[src/rtl/cpu_pkg.sv]
// Shared core definitions: instruction width, bubble encoding, PC step and
// the fetch FSM state encoding used by fetch_stage and its bench.
package cpu_pkg;

    localparam int              INSTR_W   = 32;
    localparam logic [31:0]     NOP_INSTR = 32'h0000_0013;
    localparam int              PC_INC    = 4;

    typedef enum logic [1:0] {
        ST_BOOT = 2'd0,
        ST_RUN  = 2'd1,
        ST_WAIT = 2'd2
    } fetch_state_e;

endpackage

[src/rtl/fetch_stage_if.sv]
// Instruction-memory port of the fetch stage.
// Handshake: while imem_req_o=1 the memory returns imem_rdata_i for imem_addr_o in the
// same cycle and marks it with imem_rvalid_i=1; the address stays put until rvalid=1 or a redirect.
interface fetch_stage_if
    import cpu_pkg::*;
#(
    parameter int PC_W = 64
);
    logic               imem_req_o;
    logic [PC_W-1:0]    imem_addr_o;
    logic [INSTR_W-1:0] imem_rdata_i;
    logic               imem_rvalid_i;

    modport master (output imem_req_o, output imem_addr_o,
                    input  imem_rdata_i, input imem_rvalid_i);
    modport slave  (input  imem_req_o, input imem_addr_o,
                    output imem_rdata_i, output imem_rvalid_i);
endinterface

[src/rtl/fetch_perf_counters.sv]
// Two saturating event counters for the fetch stage (delivered words, inserted bubbles).
module fetch_perf_counters #(
    parameter int CNT_W = 32
) (
    input  logic             clk,
    input  logic             rst,
    input  logic             inc_fetch_i,
    input  logic             inc_bubble_i,
    output logic [CNT_W-1:0] cnt_fetch_o,
    output logic [CNT_W-1:0] cnt_bubble_o
);
    logic [CNT_W-1:0] cnt_fetch_q, cnt_fetch_d;
    logic [CNT_W-1:0] cnt_bubble_q, cnt_bubble_d;

    // Counters stick at all-ones instead of wrapping.
    always_comb begin
        cnt_fetch_d  = cnt_fetch_q;
        cnt_bubble_d = cnt_bubble_q;
        if (inc_fetch_i && !(&cnt_fetch_q))
            cnt_fetch_d = cnt_fetch_q + 1'b1;
        if (inc_bubble_i && !(&cnt_bubble_q))
            cnt_bubble_d = cnt_bubble_q + 1'b1;
    end

    always_ff @(posedge clk) begin
        if (rst) begin
            cnt_fetch_q  <= '0;
            cnt_bubble_q <= '0;
        end else begin
            cnt_fetch_q  <= cnt_fetch_d;
            cnt_bubble_q <= cnt_bubble_d;
        end
    end

    assign cnt_fetch_o  = cnt_fetch_q;
    assign cnt_bubble_o = cnt_bubble_q;
endmodule

[src/rtl/fetch_stage.sv]
// Instruction fetch stage with IF/ID register: PC, imem request, stall/flush/redirect.
// Optional perf counters are built when FETCH_PERF_CNT_EN is defined.
module fetch_stage
    import cpu_pkg::*;
#(
    parameter int                 PC_W      = 64,
    parameter logic [PC_W-1:0]    RESET_PC  = '0,
    parameter logic [INSTR_W-1:0] NOP_INSTR = cpu_pkg::NOP_INSTR,
    parameter int                 CNT_W     = 32
) (
    input  logic                clk,
    input  logic                rst,
    input  logic                stall_i,
    input  logic                flush_i,
    input  logic                branch_taken_i,
    input  logic [PC_W-1:0]     branch_target_i,
    input  logic                jump_i,
    input  logic [PC_W-1:0]     jump_target_i,
    fetch_stage_if.master       imem,
    output logic [PC_W-1:0]     if_id_pc_o,
    output logic [INSTR_W-1:0]  if_id_instr_o,
    output logic                if_id_valid_o,
    output logic [CNT_W-1:0]    cnt_fetch_o,
    output logic [CNT_W-1:0]    cnt_bubble_o,
    output fetch_state_e        state_o
);
    fetch_state_e       state_q, state_d;
    logic [PC_W-1:0]    pc_q, pc_d;
    logic [PC_W-1:0]    if_id_pc_q, if_id_pc_d;
    logic [INSTR_W-1:0] if_id_instr_q, if_id_instr_d;
    logic               if_id_valid_q, if_id_valid_d;

    logic               active;
    logic               redirect;
    logic               advance;
    logic               load_valid;
    logic               load_bubble;
    logic [PC_W-1:0]    redirect_pc;

    // Priority: jump > branch > flush > stall > fetch. A redirect overrides stall.
    always_comb begin
        active      = (state_q == ST_RUN) || (state_q == ST_WAIT);
        redirect    = active && (jump_i || branch_taken_i);
        redirect_pc = jump_i ? jump_target_i : branch_target_i;
        advance     = active && !redirect && (flush_i || !stall_i) && imem.imem_rvalid_i;
        load_valid  = active && !redirect && !flush_i && !stall_i && imem.imem_rvalid_i;
        load_bubble = redirect ||
                      (active && (flush_i || (!stall_i && !imem.imem_rvalid_i)));
    end

    always_ff @(posedge clk) begin
        if (rst) state_q <= ST_BOOT;
        else     state_q <= state_d;
    end

    always_comb begin
        state_d = state_q;
        case (state_q)
            ST_BOOT: state_d = ST_RUN;
            ST_RUN, ST_WAIT: begin
                if (redirect)
                    state_d = ST_RUN;
                else if (flush_i || !stall_i)
                    state_d = imem.imem_rvalid_i ? ST_RUN : ST_WAIT;
            end
            default: state_d = ST_BOOT;
        endcase
    end

    always_comb begin
        imem.imem_req_o  = active;
        imem.imem_addr_o = pc_q;
        state_o          = state_q;
    end

    always_comb begin
        pc_d          = pc_q;
        if_id_pc_d    = if_id_pc_q;
        if_id_instr_d = if_id_instr_q;
        if_id_valid_d = if_id_valid_q;
        if (redirect)
            pc_d = redirect_pc;
        else if (advance)
            pc_d = pc_q + PC_W'(PC_INC);
        if (load_bubble) begin
            if_id_pc_d    = '0;
            if_id_instr_d = NOP_INSTR;
            if_id_valid_d = 1'b0;
        end else if (load_valid) begin
            if_id_pc_d    = pc_q;
            if_id_instr_d = imem.imem_rdata_i;
            if_id_valid_d = 1'b1;
        end
    end

    always_ff @(posedge clk) begin
        if (rst) begin
            pc_q          <= RESET_PC;
            if_id_pc_q    <= '0;
            if_id_instr_q <= NOP_INSTR;
            if_id_valid_q <= 1'b0;
        end else begin
            pc_q          <= pc_d;
            if_id_pc_q    <= if_id_pc_d;
            if_id_instr_q <= if_id_instr_d;
            if_id_valid_q <= if_id_valid_d;
        end
    end

    assign if_id_pc_o    = if_id_pc_q;
    assign if_id_instr_o = if_id_instr_q;
    assign if_id_valid_o = if_id_valid_q;

`ifdef FETCH_PERF_CNT_EN
    fetch_perf_counters #(.CNT_W(CNT_W)) u_perf (
        .clk          (clk),
        .rst          (rst),
        .inc_fetch_i  (load_valid),
        .inc_bubble_i (load_bubble),
        .cnt_fetch_o  (cnt_fetch_o),
        .cnt_bubble_o (cnt_bubble_o)
    );
`else
    assign cnt_fetch_o  = '0;
    assign cnt_bubble_o = '0;
`endif
endmodule

[src/flat_wrapper.sv]
// flat-port wrapper written by rule: the top's interface ports become plain ports
module fetch_stage_flat import cpu_pkg::*;
#(
    parameter int                 PC_W      = 64,
    parameter logic [PC_W-1:0]    RESET_PC  = '0,
    parameter logic [INSTR_W-1:0] NOP_INSTR = cpu_pkg::NOP_INSTR,
    parameter int                 CNT_W     = 32
)
  (clk, rst, stall_i, flush_i, branch_taken_i, branch_target_i, jump_i, jump_target_i, if_id_pc_o, if_id_instr_o, if_id_valid_o, cnt_fetch_o, cnt_bubble_o, state_o, imem_imem_req_o, imem_imem_addr_o, imem_imem_rdata_i, imem_imem_rvalid_i);
  fetch_stage_if #(.PC_W(PC_W)) imem_i ();
  input  logic clk;
  input  logic rst;
  input  logic stall_i;
  input  logic flush_i;
  input  logic branch_taken_i;
  input  logic [PC_W-1:0] branch_target_i;
  input  logic jump_i;
  input  logic [PC_W-1:0] jump_target_i;
  output logic [PC_W-1:0] if_id_pc_o;
  output logic [INSTR_W-1:0] if_id_instr_o;
  output logic if_id_valid_o;
  output logic [CNT_W-1:0] cnt_fetch_o;
  output logic [CNT_W-1:0] cnt_bubble_o;
  output fetch_state_e state_o;
  output wire logic [$bits(imem_i.imem_req_o)-1:0] imem_imem_req_o;
  output wire logic [$bits(imem_i.imem_addr_o)-1:0] imem_imem_addr_o;
  input wire logic [$bits(imem_i.imem_rdata_i)-1:0] imem_imem_rdata_i;
  input wire logic [$bits(imem_i.imem_rvalid_i)-1:0] imem_imem_rvalid_i;
  assign imem_imem_req_o = imem_i.imem_req_o;
  assign imem_imem_addr_o = imem_i.imem_addr_o;
  assign imem_i.imem_rdata_i = imem_imem_rdata_i;
  assign imem_i.imem_rvalid_i = imem_imem_rvalid_i;
  fetch_stage #(.PC_W(PC_W), .RESET_PC(RESET_PC), .NOP_INSTR(NOP_INSTR), .CNT_W(CNT_W)) u_core (.clk(clk), .rst(rst), .stall_i(stall_i), .flush_i(flush_i), .branch_taken_i(branch_taken_i), .branch_target_i(branch_target_i), .jump_i(jump_i), .jump_target_i(jump_target_i), .imem(imem_i), .if_id_pc_o(if_id_pc_o), .if_id_instr_o(if_id_instr_o), .if_id_valid_o(if_id_valid_o), .cnt_fetch_o(cnt_fetch_o), .cnt_bubble_o(cnt_bubble_o), .state_o(state_o));
endmodule
[config.mk]
export PLATFORM = sky130hd
export DESIGN_NAME = fetch_stage_flat
export DESIGN_NICKNAME = d
export VERILOG_FILES = /design/src/rtl/cpu_pkg.sv /design/src/rtl/fetch_stage_if.sv /design/src/rtl/fetch_perf_counters.sv /design/src/rtl/fetch_stage.sv /design/src/flat_wrapper.sv
export SDC_FILE = /design/constraint.sdc
export NUM_CORES = 1
export LEC_CHECK = 0
export ABC_CLOCK_PERIOD_IN_PS = 6600
export BUFFER_PORTS_ARGS = -buffer_cell sky130_fd_sc_hd__clkbuf_2
export CAP_MARGIN = 20
export CORE_MARGIN = 2
export CORE_UTILIZATION = 40
export CTS_BUF_LIST = sky130_fd_sc_hd__clkbuf_8
export CTS_CLUSTER_SIZE = 28
export DETAILED_ROUTE_END_ITERATION = 12
export GPL_ROUTABILITY_DRIVEN = 0
export PLACE_DENSITY = 0.7
export SYNTH_ARGS = -nofsm -noshare
export SYNTH_HDL_FRONTEND = slang
export SYNTH_HIERARCHICAL = 1
export SYNTH_SLANG_ARGS = --single-unit
[constraint.sdc]
create_clock -name clk -period 6.6 [get_ports clk]
set_clock_uncertainty 0.1 [all_clocks]
set_input_delay 0.33 -clock clk [delete_from_list [all_inputs] [get_ports clk]]
set_output_delay 0.33 -clock clk [all_outputs]
set_load 0.005 [all_outputs]
==> out/metrics.yaml <==
status: "complete, no violations"
setup_ws_ps: 3060
clk_pin_slew_ps: 110
boundaryPins: 395
wl_per_cell_um: 17.4
path_buf_inv: 2
synth_edf_count: 0
fin_crit_sh: 0.536
totalWireLength_um: 29800
cts.path.max_buffers: 2
crit_fanout: 94
final_cell_mix: "clkbuf_2 (329), nand2_1 (231), dfxtp_1 (163), a21oi_1 (107), a211oi_1 (69)"
nets: 1589
dieHeight_um: 152
antenna_found_initial: 0
max_clock_freq_ghz: 0.283
drtAntennaViolNets: 0
crit_chain: "inv_1, ha_1, o21a_2, buf_4, nor2_1, nand2_4, a21oi_1"
slew-limit-headroom: 0.264
path_class: "flop to flop"
cp.required_ps: 6880
start_util: 0.405
vias_per_cell: 5.32
first_iter_violations: 778
syn-instance-count: 1114
layout.cells.non_filler: 1711
cts_setup_buffers: 0
grt_use_total: 0.249
die_w_um: 152
maxCapViolations: 0
final_common_cell: "clkbuf_2"
synth-main-ff-cell: "dfxtp_1"
worstSetupEndpointType: "flop"
die-area_um2: 23100
crit_family: "simple AND/OR/NAND/NOR gates"
critPathMaxStageDelay_ps: 740
dp_cells: 1648
grt_max_degree: 97
diodes: 0
hold_viol_final: 0
arrival_ps: 3820
grt_pass1_wl_um: 46400
avgSynthCellArea_um2: 7.86
dpl_worst_slack_ps: 3130
synth_cell_types: 60
fin_setup_tns_ps: 0
clock_latency_ps: 460
vdd_drop_max_mv: 0.121
numPortBuffers: 330
rsz0062_at_grt: "false"
setup_viol: 0
hpwl_um: 21500
numCtsBuffers: 17
fill_cells: 2136
min_period_ps: 3540
start_kind: "flop"
vias: 9111
h-tree-depth: 4
clock-sinks: 163
first_pass_iters: 5
leakage_nw: 4.32
overflow: 0
grt_pass1_vias: 8254
slowest_stage: "nor2_1"
drive_gt1_frac: 0.277
yosys_warnings: 6
clockRootBuffer: "clkbuf_8"
hold_class: "primary input to flop"
core_um2: 21600
p_per_area_nw_per_um2: 206
cts_tree: "built"
tightest_slew_ps: 1100
synth-seq-cells: 163
synth_area_um2: 8750
drc: 0
drv_slew: 0
rows: 54
area_growth_pct: 25.0
async_reset_ff_frac: 0
seq_area_frac_synth: 0.373
per-stage QoR:
stage	util	cell area, um^2	power [mW]	hold slack, ps
3_3_place_gp	0.473	10200	1.49	341
6_report	0.506	10900	2.25	131
3_5_place_dp	0.473	10200	1.50	346
2_1_floorplan	-	8990	1.35	353
4_1_cts	0.506	10900	2.27	114
5_1_grt	0.506	10900	2.36	157
what timing repair did:
action,in CTS,in global routing
hold buffers,32,0
resized for setup,0,0
hold endpoints to repair,32,0
where the power goes:
| group | switching (mW) | leakage, nW | total (mW) | internal [mW] |
|---|---|---|---|---|
| registers | 0.0976 | 1.33 | 1.13 | 1.03 |
| logic | 0.201 | 2.80 | 0.363 | 0.162 |
| clock network | 0.415 | 0.195 | 0.761 | 0.346 |
| total | 0.714 | 4.32 | 2.25 | 1.54 |
final cells by class:
type,instances,area (um^2),area share
timing repair buffer,369,2030,0.185
multi-input combinational,860,4870,0.445
clock inverter,14,171,0.0157
sequential,163,3260,0.298
clock buffer,17,234,0.0214
inverter,8,30.0,0.00274
tap,280,350,0.0320
cells in the mapped netlist, types with 2 or more instances:
library cell / number / area (um^2)
nor2_1: 29 / 109
buf_4: 66 / 495
or4_1: 10 / 75.1
ha_1: 3 / 37.5
nand2_1: 232 / 871
o31ai_1: 9 / 67.6
a211o_1: 2 / 17.5
dfxtp_1: 163 / 3260
a21o_1: 5 / 37.5
o311a_1: 2 / 20.0
a31oi_1: 5 / 31.3
buf_6: 3 / 33.8
and4_1: 7 / 61.3
xor2_1: 8 / 70.1
and3_1: 8 / 50.1
or4_2: 4 / 35.0
o211ai_1: 6 / 45.0
nor2b_1: 35 / 219
nand2b_1: 3 / 18.8
mux2_2: 2 / 22.5
a211oi_1: 69 / 518
o21ai_0: 12 / 60.1
nand4_1: 34 / 213
nor4_2: 3 / 37.5
a311oi_1: 15 / 131
buf_1: 12 / 45.0
nor3_2: 2 / 20.0
a41o_1: 2 / 20.0
inv_1: 8 / 30.0
or2_2: 3 / 18.8
a21oi_1: 107 / 536
mux2i_1: 32 / 320
nor3_1: 39 / 195
and2_1: 6 / 37.5
buf_2: 3 / 15.0
clkbuf_1: 60 / 225
xnor2_1: 13 / 114
nand3_1: 29 / 145
or3_1: 16 / 100
nor3b_1: 5 / 37.5
nor4_1: 23 / 144
cells by family after synthesis:
logic type | Yosys count | synth area share
simple gates | 495 | 0.282
compound gates | 243 | 0.179
flops | 163 | 0.373
buf+inv | 154 | 0.102
mux | 34 | 0.0392
xor+xnor | 21 | 0.0210
fa+ha+maj | 3 | 0.00429
other cells | 1 | 0.000428
per-layer routing:
metal,wire length [um],global-route usage,vias up
li1,-,-,4484
met1,12900,0.326,4217
met2,14400,0.421,373
met3,2000,0.0428,37
met4,493,0.0743,0
met5,0,0,-
registers in the layout (all words and copies together) (netlist names):
| name | cells |
|---|---|
| u_core/state_o | 2 |
| u_core/if_id_instr_o | 32 |
| u_core/if_id_pc_o | 64 |
| u_core/imem.imem_addr_o | 64 |
| u_core/if_id_valid_o | 1 |
worst paths after layout:
path,startpoint,end,slack (ps),cells past startpoint
max,u_core/state_o[0],u_core/if_id_instr_o[26],3060,7
min,jump_target_i[21],u_core/imem.imem_addr_o[21],130,3
max reg2reg,u_core/state_o[0],u_core/if_id_instr_o[26],3060,7
min reg2reg,u_core/if_id_pc_o[50],u_core/if_id_pc_o[50],360,2
worst register-to-register path, stage by stage, from the launching register on:
cell and delay [ps]:
dfxtp_1 380, inv_1 60, ha_1 430, o21a_2 170
buf_4 320, nor2_1 750, nand2_4 730, a21oi_1 510
Note: power is estimated with default switching activity, not from simulation.
